File: src/rtl/drc_frame_capture_fsm.sv
// drc_frame_capture_fsm
// DVP receive capture controller. Takes {vsync,hsync,data} bytes from the
// pixel-info FIFO and forwards them to the DMA byte stream. Features:
// runtime bytes-per-pixel, stream-mode frame decimation, a stall watchdog,
// an exact last-byte flag and a saturating frame-error counter. When an error
// occurs, the remainder of the frame is padded with zero bytes. This
// guarantees that the DMA always receives a full frame's worth of bytes.
module drc_frame_capture_fsm #(
  parameter int DVP_DATA_W  = 8,
  parameter int BPP_MAX     = 4,
  parameter int IMG_DIM_MAX = 1280,
  parameter int IMG_DIM_W   = $clog2(IMG_DIM_MAX + 1),
  parameter int SKIP_W      = 4,
  parameter int TIMEOUT_CYC = 4096,
  localparam int BPP_W      = (BPP_MAX > 1) ? $clog2(BPP_MAX) : 1
) (
  input  logic                    clk,
  input  logic                    rst_n,
  // pixel-info FIFO side
  input  logic [DVP_DATA_W+1:0]   bwd_pxl_info_dat,
  input  logic                    bwd_pxl_info_vld,
  output logic                    bwd_pxl_info_rdy,
  // DMA byte stream side
  output logic [DVP_DATA_W-1:0]   fwd_hpxl_dat,
  output logic                    fwd_hpxl_last,
  output logic                    fwd_hpxl_vld,
  input  logic                    fwd_hpxl_rdy,
  // control / status
  input  logic                    cam_rx_en,
  input  logic [1:0]              cam_rx_mode,
  input  logic                    cam_rx_start,
  output logic                    cam_rx_start_qed,
  output logic [2:0]              cam_rx_state,
  output logic [2*IMG_DIM_W-1:0]  cam_rx_len,
  input  logic [BPP_W-1:0]        cfg_bpp,
  input  logic [SKIP_W-1:0]       cfg_frm_skip,
  input  logic [IMG_DIM_W-1:0]    img_width,
  input  logic [IMG_DIM_W-1:0]    img_height,
  input  logic                    irq_msk_frm_comp,
  input  logic                    irq_msk_frm_err,
  output logic                    irq,
  output logic                    trap,
  output logic [7:0]              err_cnt
);

  localparam int  LEN_W  = 2 * IMG_DIM_W;
  localparam int  TMO_W  = (TIMEOUT_CYC > 1) ? $clog2(TIMEOUT_CYC) : 1;
  localparam bit  TMO_EN = (TIMEOUT_CYC != 0);

  typedef enum logic [2:0] {
    ST_SLEEP   = 3'd0,
    ST_IDLE    = 3'd1,
    ST_ALIGN   = 3'd2,
    ST_CAPTURE = 3'd3,
    ST_FLUSH   = 3'd4
  } state_e;

  // ---------------------------------------------------------------------
  // State and counters
  // ---------------------------------------------------------------------
  state_e                 state_r;
  state_e                 state_nxt_s;
  logic [BPP_W-1:0]       b_cnt_r;
  logic [IMG_DIM_W-1:0]   w_cnt_r;
  logic [IMG_DIM_W-1:0]   h_cnt_r;
  logic [LEN_W-1:0]       pxl_cnt_r;
  logic [SKIP_W-1:0]      skip_left_r;
  logic [TMO_W-1:0]       tmo_cnt_r;
  logic [7:0]             err_cnt_r;
  logic                   irq_r;
  logic                   trap_r;
  logic                   start_qed_r;

  // ---------------------------------------------------------------------
  // Decoded input fields and position flags
  // ---------------------------------------------------------------------
  logic                   vsync_s;
  logic                   hsync_s;
  logic [DVP_DATA_W-1:0]  data_s;
  logic                   b_last_s;
  logic                   w_last_s;
  logic                   h_last_s;
  logic                   frame_end_s;
  logic                   line_start_s;
  logic                   mismatch_s;
  logic                   mode_ok_s;
  logic                   go_s;
  logic                   tmo_hit_s;

  // ---------------------------------------------------------------------
  // Control strobes from the next-state logic
  // ---------------------------------------------------------------------
  logic                   bwd_rdy_s;
  logic                   fwd_vld_s;
  logic [DVP_DATA_W-1:0]  fwd_dat_s;
  logic                   fwd_last_s;
  logic                   adv_s;
  logic                   clr_cnt_s;
  logic                   tmo_clr_s;
  logic                   tmo_inc_s;
  logic                   skip_load_s;
  logic [SKIP_W-1:0]      skip_val_s;
  logic                   skip_dec_s;
  logic                   irq_nxt_s;
  logic                   trap_nxt_s;
  logic                   qed_nxt_s;
  logic                   err_inc_s;
  logic                   err_clr_s;

  assign vsync_s      = bwd_pxl_info_dat[DVP_DATA_W+1];
  assign hsync_s      = bwd_pxl_info_dat[DVP_DATA_W];
  assign data_s       = bwd_pxl_info_dat[DVP_DATA_W-1:0];

  assign b_last_s     = (b_cnt_r == cfg_bpp);
  assign w_last_s     = (w_cnt_r == (img_width  - IMG_DIM_W'(1)));
  assign h_last_s     = (h_cnt_r == (img_height - IMG_DIM_W'(1)));
  assign frame_end_s  = b_last_s & w_last_s & h_last_s;

  // hsync is expected exactly on the first byte of every line
  assign line_start_s = (w_cnt_r == IMG_DIM_W'(0)) && (b_cnt_r == BPP_W'(0));
  assign mismatch_s   = (hsync_s != line_start_s);

  assign mode_ok_s    = (cam_rx_mode == 2'd1) || (cam_rx_mode == 2'd2);
  assign go_s         = cam_rx_en & cam_rx_start & mode_ok_s;

  // Hit when the current idle cycle is the TIMEOUT_CYC-th in a row
  assign tmo_hit_s    = TMO_EN && (tmo_cnt_r == TMO_W'(TIMEOUT_CYC - 1));

  // Next-state, handshake steering and event strobes
  always_comb begin
    state_nxt_s = state_r;
    bwd_rdy_s   = 1'b0;
    fwd_vld_s   = 1'b0;
    fwd_dat_s   = {DVP_DATA_W{1'b0}};
    fwd_last_s  = 1'b0;
    adv_s       = 1'b0;
    clr_cnt_s   = 1'b0;
    tmo_clr_s   = 1'b0;
    tmo_inc_s   = 1'b0;
    skip_load_s = 1'b0;
    skip_val_s  = {SKIP_W{1'b0}};
    skip_dec_s  = 1'b0;
    irq_nxt_s   = 1'b0;
    trap_nxt_s  = 1'b0;
    qed_nxt_s   = 1'b0;
    err_inc_s   = 1'b0;
    err_clr_s   = 1'b0;

    case (state_r)
      ST_SLEEP: begin
        // Drain the FIFO while asleep so stale bytes never reach a frame
        bwd_rdy_s = 1'b1;
        if (!cam_rx_en) begin
          err_clr_s = 1'b1;
        end else begin
          err_clr_s = 1'b0;
        end
        if (go_s) begin
          state_nxt_s = ST_ALIGN;
          skip_load_s = 1'b1;
          skip_val_s  = {SKIP_W{1'b0}};
          qed_nxt_s   = (cam_rx_mode == 2'd1);
        end else begin
          state_nxt_s = ST_SLEEP;
        end
      end

      ST_IDLE: begin
        // One-cycle decision point after a clean frame
        if (go_s) begin
          state_nxt_s = ST_ALIGN;
          skip_load_s = 1'b1;
          skip_val_s  = (cam_rx_mode == 2'd2) ? cfg_frm_skip : {SKIP_W{1'b0}};
          qed_nxt_s   = (cam_rx_mode == 2'd1);
        end else begin
          state_nxt_s = ST_SLEEP;
        end
      end

      ST_ALIGN: begin
        if (!cam_rx_en) begin
          state_nxt_s = ST_SLEEP;
          bwd_rdy_s   = 1'b1;
        end else if (bwd_pxl_info_vld && vsync_s) begin
          if (skip_left_r == {SKIP_W{1'b0}}) begin
            // Leave the vsync byte in the FIFO; CAPTURE forwards it
            state_nxt_s = ST_CAPTURE;
            clr_cnt_s   = 1'b1;
            bwd_rdy_s   = 1'b0;
          end else begin
            // Drop this frame's start; the rest is discarded below
            bwd_rdy_s   = 1'b1;
            skip_dec_s  = 1'b1;
          end
        end else begin
          bwd_rdy_s = 1'b1;
        end
      end

      ST_CAPTURE: begin
        fwd_vld_s  = bwd_pxl_info_vld;
        bwd_rdy_s  = fwd_hpxl_rdy;
        fwd_last_s = frame_end_s;
        // A misaligned byte is the first padded byte of the frame
        fwd_dat_s  = mismatch_s ? {DVP_DATA_W{1'b0}} : data_s;
        if (bwd_pxl_info_vld && fwd_hpxl_rdy) begin
          adv_s     = 1'b1;
          tmo_clr_s = 1'b1;
          if (mismatch_s) begin
            trap_nxt_s  = irq_msk_frm_err;
            err_inc_s   = 1'b1;
            state_nxt_s = frame_end_s ? ST_ALIGN : ST_FLUSH;
          end else if (frame_end_s) begin
            irq_nxt_s   = irq_msk_frm_comp;
            state_nxt_s = ST_IDLE;
          end else if (!cam_rx_en) begin
            state_nxt_s = ST_FLUSH;
          end else begin
            state_nxt_s = ST_CAPTURE;
          end
        end else if (!cam_rx_en) begin
          state_nxt_s = ST_FLUSH;
        end else if (tmo_hit_s) begin
          state_nxt_s = ST_FLUSH;
          trap_nxt_s  = irq_msk_frm_err;
          err_inc_s   = 1'b1;
        end else begin
          tmo_inc_s = 1'b1;
        end
      end

      ST_FLUSH: begin
        // Zero padding up to the frame's last byte; source bytes are discarded
        bwd_rdy_s  = 1'b1;
        fwd_vld_s  = 1'b1;
        fwd_dat_s  = {DVP_DATA_W{1'b0}};
        fwd_last_s = frame_end_s;
        if (fwd_hpxl_rdy) begin
          adv_s       = 1'b1;
          state_nxt_s = frame_end_s ? ST_ALIGN : ST_FLUSH;
        end else begin
          state_nxt_s = ST_FLUSH;
        end
      end

      default: begin
        state_nxt_s = ST_SLEEP;
        bwd_rdy_s   = 1'b1;
      end
    endcase
  end

  // State register
  always_ff @(posedge clk or negedge rst_n) begin
    if (!rst_n) begin
      state_r <= ST_SLEEP;
    end else begin
      state_r <= state_nxt_s;
    end
  end

  // Byte / column / line / pixel position counters
  always_ff @(posedge clk or negedge rst_n) begin
    if (!rst_n) begin
      b_cnt_r   <= {BPP_W{1'b0}};
      w_cnt_r   <= {IMG_DIM_W{1'b0}};
      h_cnt_r   <= {IMG_DIM_W{1'b0}};
      pxl_cnt_r <= {LEN_W{1'b0}};
    end else if (clr_cnt_s) begin
      b_cnt_r   <= {BPP_W{1'b0}};
      w_cnt_r   <= {IMG_DIM_W{1'b0}};
      h_cnt_r   <= {IMG_DIM_W{1'b0}};
      pxl_cnt_r <= {LEN_W{1'b0}};
    end else if (adv_s) begin
      if (b_last_s) begin
        b_cnt_r   <= {BPP_W{1'b0}};
        pxl_cnt_r <= pxl_cnt_r + LEN_W'(1);
        if (w_last_s) begin
          w_cnt_r <= {IMG_DIM_W{1'b0}};
          h_cnt_r <= h_last_s ? {IMG_DIM_W{1'b0}} : (h_cnt_r + IMG_DIM_W'(1));
        end else begin
          w_cnt_r <= w_cnt_r + IMG_DIM_W'(1);
        end
      end else begin
        b_cnt_r <= b_cnt_r + BPP_W'(1);
      end
    end else begin
      pxl_cnt_r <= pxl_cnt_r;
    end
  end

  // Stall watchdog: counts consecutive CAPTURE cycles without a handshake
  always_ff @(posedge clk or negedge rst_n) begin
    if (!rst_n) begin
      tmo_cnt_r <= {TMO_W{1'b0}};
    end else if (clr_cnt_s || tmo_clr_s) begin
      tmo_cnt_r <= {TMO_W{1'b0}};
    end else if (tmo_inc_s) begin
      tmo_cnt_r <= tmo_cnt_r + TMO_W'(1);
    end else begin
      tmo_cnt_r <= tmo_cnt_r;
    end
  end

  // Frames still to drop before the next capture in stream mode
  always_ff @(posedge clk or negedge rst_n) begin
    if (!rst_n) begin
      skip_left_r <= {SKIP_W{1'b0}};
    end else if (skip_load_s) begin
      skip_left_r <= skip_val_s;
    end else if (skip_dec_s) begin
      skip_left_r <= skip_left_r - SKIP_W'(1);
    end else begin
      skip_left_r <= skip_left_r;
    end
  end

  // Saturating frame-error counter, cleared only while disabled and asleep
  always_ff @(posedge clk or negedge rst_n) begin
    if (!rst_n) begin
      err_cnt_r <= 8'd0;
    end else if (err_clr_s) begin
      err_cnt_r <= 8'd0;
    end else if (err_inc_s && (err_cnt_r != 8'hFF)) begin
      err_cnt_r <= err_cnt_r + 8'd1;
    end else begin
      err_cnt_r <= err_cnt_r;
    end
  end

  // One-cycle event pulses
  always_ff @(posedge clk or negedge rst_n) begin
    if (!rst_n) begin
      irq_r       <= 1'b0;
      trap_r      <= 1'b0;
      start_qed_r <= 1'b0;
    end else begin
      irq_r       <= irq_nxt_s;
      trap_r      <= trap_nxt_s;
      start_qed_r <= qed_nxt_s;
    end
  end

  // The byte path is a zero-latency pass-through, so its controls stay combinational
  assign bwd_pxl_info_rdy = bwd_rdy_s;
  assign fwd_hpxl_vld     = fwd_vld_s;
  assign fwd_hpxl_dat     = fwd_dat_s;
  assign fwd_hpxl_last    = fwd_last_s;

  assign cam_rx_state     = state_r;
  assign cam_rx_len       = pxl_cnt_r;
  assign cam_rx_start_qed = start_qed_r;
  assign irq              = irq_r;
  assign trap             = trap_r;
  assign err_cnt          = err_cnt_r;

endmodule

File: config.mk
export PLATFORM = sky130hd
export DESIGN_NAME = drc_frame_capture_fsm
export DESIGN_NICKNAME = d
export VERILOG_FILES = /design/src/rtl/drc_frame_capture_fsm.sv
export SDC_FILE = /design/constraint.sdc
export NUM_CORES = 1
export LEC_CHECK = 0
export CORE_UTILIZATION = 53
export CTS_BUF_LIST = sky130_fd_sc_hd__clkbuf_16
export DETAILED_ROUTE_END_ITERATION = 16
export PLACE_DENSITY_LB_ADDON = 0.2
export SETUP_SLACK_MARGIN = 0.5
export SYNTH_ARGS = -nofsm -noshare
export SYNTH_HDL_FRONTEND = slang
export SYNTH_SLANG_ARGS = --single-unit
export TNS_END_PERCENT = 100
File: constraint.sdc
create_clock -name clk -period 4.2 [get_ports clk]
set_clock_uncertainty 0.1 [all_clocks]
set_input_delay 0.84 -clock clk [delete_from_list [all_inputs] [get_ports clk]]
set_output_delay 0.84 -clock clk [all_outputs]
set_load 0.01 [all_outputs]
=== Word-level counts from Yosys, hierarchy flattened ===
Cells that the tools add are included.

* Register bits after elaboration: 76
* Output and inout bits: 47
* Logic and storage cells: 140
* Bits of input ports: 48

* Bitwise operators: 4
* Muxes and demuxes: 80
* Reductions and logical operators: 21
* Add/sub/neg operators: 9
* Eq/ne operators: 15

{| class="wikitable"
|+ Operators with widths
! kind !! number
|-
| two-way mux 11 bit || 9
|-
| two-way mux 22 bit || 3
|-
| two-way mux 1 bit || 38
|-
| two-way mux 3 bit || 11
|-
| two-way mux 8 bit || 4
|-
| two-way mux 12 bit || 2
|-
| adder 11 x 1 -> 11 bit (second input constant) || 2
|-
| adder 22 x 1 -> 22 bit (second input constant) || 1
|-
| == test 11 bit || 2
|-
| subtractor 11 x 1 -> 11 bit (second input constant) || 2
|-
| two-way mux 4 bit || 5
|-
| adder 12 x 1 -> 12 bit (second input constant) || 1
|-
| == test 12 bit (second input constant) || 1
|-
| case mux 3 bit (4 select lines) || 1
|-
| nonzero test 2 bit || 6
|-
| zero test 11 bit || 1
|-
| adder 8 x 1 -> 8 bit (second input constant) || 1
|-
| two-way mux 2 bit || 4
|-
| inequality test 8 bit (second input constant) || 1
|-
| == test 3 x 2 -> 1 bit (second input constant) || 2
|-
| inequality test 3 bit (second input constant) || 2
|-
| AND reduction 3 bit || 2
|-
| AND 1 bit || 4
|-
| logical AND 1 bit || 4
|-
| other kinds (17) || 20
|}

=== Depth between registers and ports, before layout ===
Gate-level depths: netlist of run 1.

* Depth in word-level cells: 9
* Depth in mapped cells: 11
* Gate-level depth less buffers: 9

=== Worst setup path before layout of run 1 ===
Ideal clock, no wire load.

* Path kind: input -> output
* From: input img_width[0]
* To: output fwd_hpxl_last
* Buffers on the path: 2
* Setup slack: 231 ps
* Cell stages on the path: 10
* Data arrival time: 3,029 ps
* Required time: 3,260 ps
* Path through: inv_1 -> ha_1 -> or4b_4 -> buf_6 -> nor3_2 -> xnor2_1 -> nor4_4 -> nand3_1 -> clkbuf_1 -> a211oi_1

* Cells in the longest elaborated chain, start to end: 5

{| class="wikitable"
|+ RTL lines
! item !! line !! source
|-
| start, declared || 37 || <nowiki>input logic [IMG_DIM_W-1:0] img_width,</nowiki>
|-
| subtractor 11 x 1 -> 11 bit || 115 || <nowiki>assign w_last_s = (w_cnt_r == (img_width - IMG_DIM_W'(1)));</nowiki>
|-
| == test 11 bit || 115 ||
|-
| AND 1 bit (2 in series) || 117 || <nowiki>assign frame_end_s = b_last_s & w_last_s & h_last_s;</nowiki>
|-
| two-way mux 1 bit || 149 || <nowiki>case (state_r)</nowiki>
|-
| end, declared || 25 || <nowiki>output logic fwd_hpxl_last,</nowiki>
|}

Every way passes these cells.

=== Worst setup path after layout of run 1 ===
Ends and elaborated chain as after synthesis.

==> reports/results.env, run 1 <==
DIE_H_UM=99.4
VIAS_IN_THE_FIRST_GLOBAL_ROUTE=4555
PLACEMENT_ROWS=35
TOTAL_POWER_mW=2.13
TOP_LAYER_USED='met4'
POST_DRT_WL_PER_CELL_UM=15.8
CRITPATHMAXFANOUT=3
CLOCK_SINKS=76
POWER_DENSITY_nW_PER_UM2=313
MAX_CAPACITANCE_VIOLATION_TOTAL=0
FINALCRITPERIODSHARE_PCT=86.9
TIGHTEST_SLEW_NS=0.959
PLACEDCELLCOUNT=791
AVGVIACOUNTPERCELL=5.85
GRT_USAGE_PCT=26.6
FINAL_MAX_TRAN_VIOLS=0
PATH_DEPTH=10
SYNTH-ASYNC-RESET-RATIO_PCT=100
FIRST_ITER_VIOLATIONS=241
PATH_CLK_SLEW_NS=0.06
FINALWEIGHTEDCONGESTION=0.865
DETAIL_ROUTE.DRC_VIOLATIONS=0
SYNTH_ENABLE_FLOP_CELLS=0
MIN-DELAY-START='h_cnt_r[10]$_DFFE_PN0P_'
START_UTIL_PCT=54.6
ANTENNA-DIODE-COUNT=0
DP.FINAL_HPWL_UM=8980
SYNTH_AREA_UM2=5020
WORST_R2R_ENDPOINT='w_cnt_r[9]$_DFFE_PN0P_'
NETLIST.TOP_CELL.BY_AREA='sky130_fd_sc_hd__dfrtp_1'
DIEAREA_UM2=9870
SYNTH_CELLS=579
MET2_WIRELENGTH_UM=6640
CRIT_SLOWEST_CELL='sky130_fd_sc_hd__or4b_4'
MIN_PATH_TYPE='flip-flop to flip-flop'
IO_PINS=95
CLK-INSERTION-DELAY-LATE_NS=0.34
SYNTH_TOP_CELL_AREA_SHARE_PCT=37.9
SYNTH-SEQ-CELLS=76
PLACEMENT.CELL_AREA_UM2=6270
MET3WIRELENGTH_UM=514
MEAN_INSTANCE_SIZE_IN_THE_SYNTHESIZED_NETLIST_UM2=8.68
POSTLAYOUTCELLAREA_UM2=6810
PLACE.PORT_BUFFERS=94
SYNTH_TOP_FLOP_CELL='sky130_fd_sc_hd__dfrtp_1'
FRACTION_OF_FINAL_LAYOUT_CELLS_WITH_DRIVE_STRENGTH_GREATER_THAN_1_PCT=17.0
CP-END-KIND='primary output'
HOLD_PATH_END='h_cnt_r[10]$_DFFE_PN0P_'
NNETSFINAL=767
FINAL_CORE_UTILIZATION_PCT=74.0
TRITONCTS.NUM_BUFFERS=9
NUMBER_OF_ANTENNA_VIOLATIONS_AT_THE_FIRST_CHECK_IN_GLOBAL_ROUTING=0
TRITONCTS='yes'
CRITPATHARRIVALTIME_NS=2.71
PEAKVDDDROP_V=0.000228
TIMING.HOLD.WORST_PATH_DEPTH=1
CRIT_PATH_START_KIND='primary input'
DETAIL-ROUTE-ANTENNA-NETS=0
VIAS=4815
R2R_SLACK_NS=1.30
DIE_WIDTH_UM=99.4
DETAILEDROUTE.FIRSTPASSITERATIONCOUNT=5
CRIT_PATH_CELL_TRACE='buf_6 > inv_4 > ha_4 > or4b_4 > nor3_4 > xnor2_2 > nor4_4 > nand3_4 > a211oi_4 > buf_2'
TOTAL_LEAKAGE_POWER_nW=3.07
WORST-PATH-BUF-INV=3
RR_STARTPOINT='cam_rx_state[0]$_DFFE_PN0P_'
SETUP_VIOLATIONS=0
GLOBALROUTEOVERFLOWTOTAL=0
PIN_COUNT_OF_THE_BIGGEST_NET_ENTERING_GLOBAL_ROUTING=77
DESIGN.CORE.AREA_UM2=9200
CRITPATHMAXSTAGEDELAY_NS=0.50
POST_CTS_HOLD_BUFFER_COUNT=0
SLEW_HEADROOM_PCT=36.1
RR_WORST_DEPTH=7
PRE_CTS_WS_NS=-0.250
GRT_FIRST_PASS_WIRELENGTH_UM=21200
YOSYS.CELL_TYPES.COUNT=59
FINAL_HOLD_VIOL_COUNT=0
STATUS='complete, no violations'
DETAIL_ROUTE.WIRELENGTH.MET1_UM=5660
SEQUENTIAL_TO_TOTAL_AREA_SHARE_FROM_YOSYS_STAT_PCT=37.9
STDCELL_COUNT=823
CTS.ROOT.BUFFER_CELL='sky130_fd_sc_hd__clkbuf_16'
PERIOD_MINUS_SLACK_NS=3.65
CRITPATHTOPFAMILY='simple AND/OR/NAND/NOR gates'
AREAGROWTHSYNTHTOFINISH_PCT=35.5
DRT_WL_TOTAL_UM=13000
SYNTH_NET_COUNT=639
WORST_SLACK_NS=0.548
CTS-HTREE-LEVELS=3
CRITICAL_PATH_REQUIRED_NS=3.26
UNREPAIRED_SETUP_ENDPOINTS_AFTER_GLOBAL_ROUTING='true'
WORST-SETUP-PATH-TYPE='primary input to primary output'
SYNTH_TOP_CELLS_BY_AREA='sky130_fd_sc_hd__dfrtp_1, sky130_fd_sc_hd__xor2_1, sky130_fd_sc_hd__xnor2_1'
CLK_PATH_BUF_DEPTH=2
YOSYSWARNINGCOUNT=0
FMAX_GHz=0.274
## metal layers
layer	GRT usage [%]	vias up
li1	-	2333
met3	4.01	19
met5	0	-
met2	46.2	102
met4	8.14	0
met1	34.4	2361
## cells in the mapped netlist (3+ instances only)
library cell / number
sky130_fd_sc_hd__and4_1: 3
sky130_fd_sc_hd__inv_1: 21
sky130_fd_sc_hd__nand3b_1: 3
sky130_fd_sc_hd__dfrtp_1: 76
sky130_fd_sc_hd__or2_2: 3
sky130_fd_sc_hd__xor2_1: 44
sky130_fd_sc_hd__a21oi_1: 18
sky130_fd_sc_hd__nand2_1: 48
sky130_fd_sc_hd__nand2b_1: 3
sky130_fd_sc_hd__o21ai_0: 26
sky130_fd_sc_hd__nor3_2: 3
sky130_fd_sc_hd__o211ai_1: 12
sky130_fd_sc_hd__nand4_1: 21
sky130_fd_sc_hd__nor4_1: 10
sky130_fd_sc_hd__clkbuf_1: 26
sky130_fd_sc_hd__nand3_1: 36
sky130_fd_sc_hd__and3_1: 21
sky130_fd_sc_hd__nand4b_1: 3
sky130_fd_sc_hd__or4_1: 4
sky130_fd_sc_hd__and2_1: 3
sky130_fd_sc_hd__nor3_1: 17
sky130_fd_sc_hd__mux2i_1: 3
sky130_fd_sc_hd__nor3b_1: 5
sky130_fd_sc_hd__or3_1: 8
sky130_fd_sc_hd__nor2_1: 61
sky130_fd_sc_hd__a31oi_1: 17
sky130_fd_sc_hd__buf_6: 3
sky130_fd_sc_hd__o31ai_2: 5
sky130_fd_sc_hd__ha_1: 12
sky130_fd_sc_hd__xnor2_1: 29
## cells in the final DEF (no fill, tap or decap), drive strengths merged, types with 5 or more instances in the layout
cell type      synthesis  routed
dfrtp                 76      76
a31oi                 17      17
nor2                  62      62
nand4                 22      22
nand2                 48      48
clkinv                 0       5
xnor2                 29      29
inv                   21      21
clkbuf                26      13
o211ai                12      12
or3                    8       8
buf                    4      57
nor4                  12      12
clkdlybuf4s50          0      65
a21oi                 18      18
xor2                  44      44
o31ai                  7       7
nand3                 36      36
dlygate4sd2            0       7
and3                  21      21
dlymetal6s2s           0      13
nor3b                  5       5
nor3                  20      20
ha                    12      12
o21ai                 28      28
## flip-flops by register name, summed over array words and instances (netlist names)
name	flops
trap	1
w_cnt_r	11
err_cnt	8
tmo_cnt_r	12
cam_rx_start_qed	1
h_cnt_r	11
skip_left_r	4
cam_rx_state	3
irq	1
b_cnt_r	2
cam_rx_len	22
## worst reg2reg max path, delay by kind of cell (launching register included)
family	cells	cell delay, ns
compound gates	1	0.52
xor+xnor	1	0.17
flops	1	0.53
simple gates	5	1.51
## layout make-up
cell class | instances | area [µm²]
clock buffers | 9 | 225
inverters | 21 | 83.8
well taps | 111 | 139
flip-flops and latches | 76 | 1910
repair buffers | 147 | 1340
clock inverters | 7 | 57.6
multi-input cells | 452 | 3060
fillers | 663 | 2390
## power by group
group	total (mW)	internal [mW]	switching, mW
Clock	0.745	0.450	0.294
Combinational	0.521	0.270	0.251
Sequential	0.865	0.797	0.0684
Total	2.13	1.52	0.613
## worst max-delay path by stage
stage | from | endpoint
after CTS | img_height[3] | fwd_hpxl_last
after global routing | img_width[0] | fwd_hpxl_last
final | img_width[0] | fwd_hpxl_last
after detailed placement | img_width[1] | fwd_hpxl_last
after floorplan | img_width[0] | fwd_hpxl_last
after global placement | img_width[0] | fwd_hpxl_last
## per-stage QoR
| step | hold WS [ns] | setup TNS, ns |
|---|---|---|
| 6_report | 0.419 | 0 |
| 2_1_floorplan | 0.383 | 0 |
| 3_3_place_gp | 0.403 | -0.218 |
| 5_1_grt | 0.442 | 0 |
| 4_1_cts | 0.424 | 0 |
| 3_5_place_dp | 0.417 | -0.250 |
## cells by family after synthesis
group / share of synthesized area (%)
mux: 0.598
compound gates: 13.3
fa+ha+maj: 2.99
buf+inv: 4.28
flops: 37.9
simple gates: 28.3
xor+xnor: 12.7
## repair_timing
action	CTS	global route
hold endpoints to repair	0	0
buffers inserted	5	11
setup endpoints to repair	9	9
pin swaps	9	17
gates resized for setup	28	53
Note: power is estimated with default switching activity, not from simulation.
==> run 2: changes to the inputs <==
- SLEW_MARGIN: unset -> 20
- TNS_END_PERCENT: 100 -> 1
==> run 2 against run 1 <==
Sequential share of layout area is 0.72 points higher. Register-to-register slack worse by 0.04 ns. Sequential power is 0.9% higher. Cell area is 2.8% lower. Flip-flop and latch count stayed put. Clock power hardly changed. Global-route usage is 0.17 points lower. Via count is 1.0% lower. Setup slack worse by 0.26 ns. Combinational power is 13% lower. Die area stayed put.
==> reports/results.env, run 2 (same netlist as run 1, synthesis figures left out) <==
TRITONCTS='yes'
TOTAL_LEAKAGE_POWER_nW=2.87  # -6.5%
CRITPATHARRIVALTIME_NS=2.97  # +0.26 ns
DRT_WL_TOTAL_UM=12500  # -4.1%
TIGHTEST_SLEW_NS=0.951  # -0.00766 ns
DETAILEDROUTE.FIRSTPASSITERATIONCOUNT=4  # -1
CRIT_SLOWEST_CELL='sky130_fd_sc_hd__or4b_4'
PIN_COUNT_OF_THE_BIGGEST_NET_ENTERING_GLOBAL_ROUTING=77  # unchanged
UNREPAIRED_SETUP_ENDPOINTS_AFTER_GLOBAL_ROUTING='true'
FINAL_HOLD_VIOL_COUNT=0  # unchanged
CRITPATHMAXFANOUT=4  # +1
CRIT_PATH_START_KIND='primary input'
PERIOD_MINUS_SLACK_NS=3.91  # +0.261 ns
SETUP_VIOLATIONS=0  # unchanged
DIE_H_UM=99.4  # unchanged
FINAL_MAX_TRAN_VIOLS=0  # unchanged
FINALWEIGHTEDCONGESTION=0.865  # unchanged
PRE_CTS_WS_NS=-0.250  # unchanged
GRT_FIRST_PASS_WIRELENGTH_UM=21100  # -0.49%
FIRST_ITER_VIOLATIONS=176  # -27%
PLACE.PORT_BUFFERS=94  # unchanged
DETAIL_ROUTE.DRC_VIOLATIONS=0  # unchanged
DIE_WIDTH_UM=99.4  # unchanged
CTS.ROOT.BUFFER_CELL='sky130_fd_sc_hd__clkbuf_16'
PATH_CLK_SLEW_NS=0.06  # about the same
DIEAREA_UM2=9870  # unchanged
POST_DRT_WL_PER_CELL_UM=15.4  # -2.4%
MAX_CAPACITANCE_VIOLATION_TOTAL=0  # unchanged
WORST_SLACK_NS=0.287  # -0.261 ns
CRIT_PATH_CELL_TRACE='clkdlybuf4s50_1 > or4b_4 > buf_6 > nor2_1 > a32oi_1 > o211ai_1 > nand3_2 > a211oi_4 > buf_2'
PLACEDCELLCOUNT=791  # unchanged
CLOCK_SINKS=76  # unchanged
IO_PINS=95  # unchanged
LAYOUT.CELLS.MOST_COMMON_LIST='sky130_fd_sc_hd__clkdlybuf4s50_1, sky130_fd_sc_hd__dfrtp_1, sky130_fd_sc_hd__nor2_1'
TRITONCTS.NUM_BUFFERS=9  # unchanged
START_UTIL_PCT=54.6  # unchanged
VIAS=4766  # -1.0%
CRITPATHTOPFAMILY='simple AND/OR/NAND/NOR gates'
R2R_SLACK_NS=1.26  # -0.04 ns
AVGVIACOUNTPERCELL=5.89  # +0.70%
SLEW_HEADROOM_PCT=36.6  # +0.51 points
DETAIL-ROUTE-ANTENNA-NETS=0  # unchanged
FINALCRITPERIODSHARE_PCT=93.2  # +6.2 points
POWER_DENSITY_nW_PER_UM2=312  # -0.18%
ANTENNA-DIODE-COUNT=0  # unchanged
DP.FINAL_HPWL_UM=8980  # unchanged
CTS-HTREE-LEVELS=3  # unchanged
CRITPATHMAXSTAGEDELAY_NS=0.57  # +0.07 ns
PEAKVDDDROP_V=0.000212  # -7.0%
VIAS_IN_THE_FIRST_GLOBAL_ROUTE=4544  # -0.24%
AREAGROWTHSYNTHTOFINISH_PCT=31.8
CRITICAL_PATH_REQUIRED_NS=3.26  # about the same
STATUS='complete, no violations'
FINAL_COMMON_CELL='sky130_fd_sc_hd__clkdlybuf4s50_1'
FMAX_GHz=0.256  # -6.7%
DESIGN.CORE.AREA_UM2=9200  # unchanged
FRACTION_OF_FINAL_LAYOUT_CELLS_WITH_DRIVE_STRENGTH_GREATER_THAN_1_PCT=12.5  # -4.5 points
CLK-INSERTION-DELAY-LATE_NS=0.34  # about the same
WORST-PATH-BUF-INV=3  # unchanged
NNETSFINAL=753  # -1.8%
WORST-SETUP-PATH-TYPE='primary input to primary output'
FILLER_CELL_COUNT=698  # +5.3%
LARGEST_REGISTER_FFS=22  # unchanged
MIN_PATH_TYPE='flip-flop to flip-flop'
PLACEMENT_ROWS=35  # unchanged
GLOBALROUTEOVERFLOWTOTAL=0  # unchanged
CP-END-KIND='primary output'
NUMBER_OF_ANTENNA_VIOLATIONS_AT_THE_FIRST_CHECK_IN_GLOBAL_ROUTING=0  # unchanged
STDCELL_COUNT=809  # -1.7%
CLK_PATH_BUF_DEPTH=2  # unchanged
GRT_USAGE_PCT=26.4  # -0.17 points
SETUP-TNS-FINAL_NS=0  # unchanged
[run 2: layout make-up]
type	instances	area, µm²	area share (%)
clock buffers	9	225	3.40
clock inverters	7	57.6	0.869
inverters	21	78.8	1.19
multi-input cells	452	2990	45.2
flip-flops and latches	76	1900	28.7
well taps	111	139	2.10
repair buffers	133	1230	18.5
[run 2: final timing paths]
path | end | cells past startpoint | start
setup / recovery | fwd_hpxl_last | 9 | img_width[4]
hold / removal | h_cnt_r[10]$_DFFE_PN0P_ | 1 | h_cnt_r[10]$_DFFE_PN0P_
setup reg to reg | err_cnt[4]$_DFFE_PN0P_ | 8 | b_cnt_r[1]$_DFFE_PN0P_
hold reg to reg | h_cnt_r[10]$_DFFE_PN0P_ | 1 | h_cnt_r[10]$_DFFE_PN0P_
max in group asynchronous | cam_rx_len[8]$_DFFE_PN0P_ | 1 | rst_n
min in group asynchronous | h_cnt_r[4]$_DFFE_PN0P_ | 1 | rst_n
[run 2: metal layers]
layer	vias up	share of wire, %	global-route usage, %
li1	2301	-	-
met1	2339	44	34.0
met2	112	51	45.9
met3	14	3.9	4.15
met4	0	1.2	8.03
met5	-	0	0
[run 2: repair_timing]
action,4_1_cts,5_1_grt
pin swaps,9,0
setup buffers,2,0
endpoints found under the setup margin,9,9
resized for setup,21,6
hold buffers,0,0
gates cloned,0,0
[run 2: report_power, final]
part           leakage, nW  internal [mW]  total (mW)  switching (mW)
Combinational         1.72          0.230       0.453           0.223
Sequential            1.02          0.795       0.873          0.0776
Clock                0.135          0.450       0.743           0.292
Total                 2.87           1.48        2.07           0.593
[run 2: per-stage QoR]
step | hold WS [ns] | power, mW | util (%) | instance area [µm²]
floorplan | 0.383 | 1.13 | - | 5050
global placement | 0.403 | 1.31 | 68.2 | 6270
detailed placement | 0.417 | 1.33 | 68.2 | 6270
CTS | 0.424 | 2.08 | 71.7 | 6590
global route | 0.461 | 2.19 | 72.0 | 6620
finish | 0.418 | 2.07 | 72.0 | 6620
[run 2: worst register-to-register path, delay by kind of cell, from the launching register on]
kind                       cells  cell delay, ns
adders and majority gates      1            0.12
buffers and inverters          1            0.07
and+or+nand+nor                3            1.48
DFF                            1            0.41
AOI/OAI and AO/OA              3            0.69
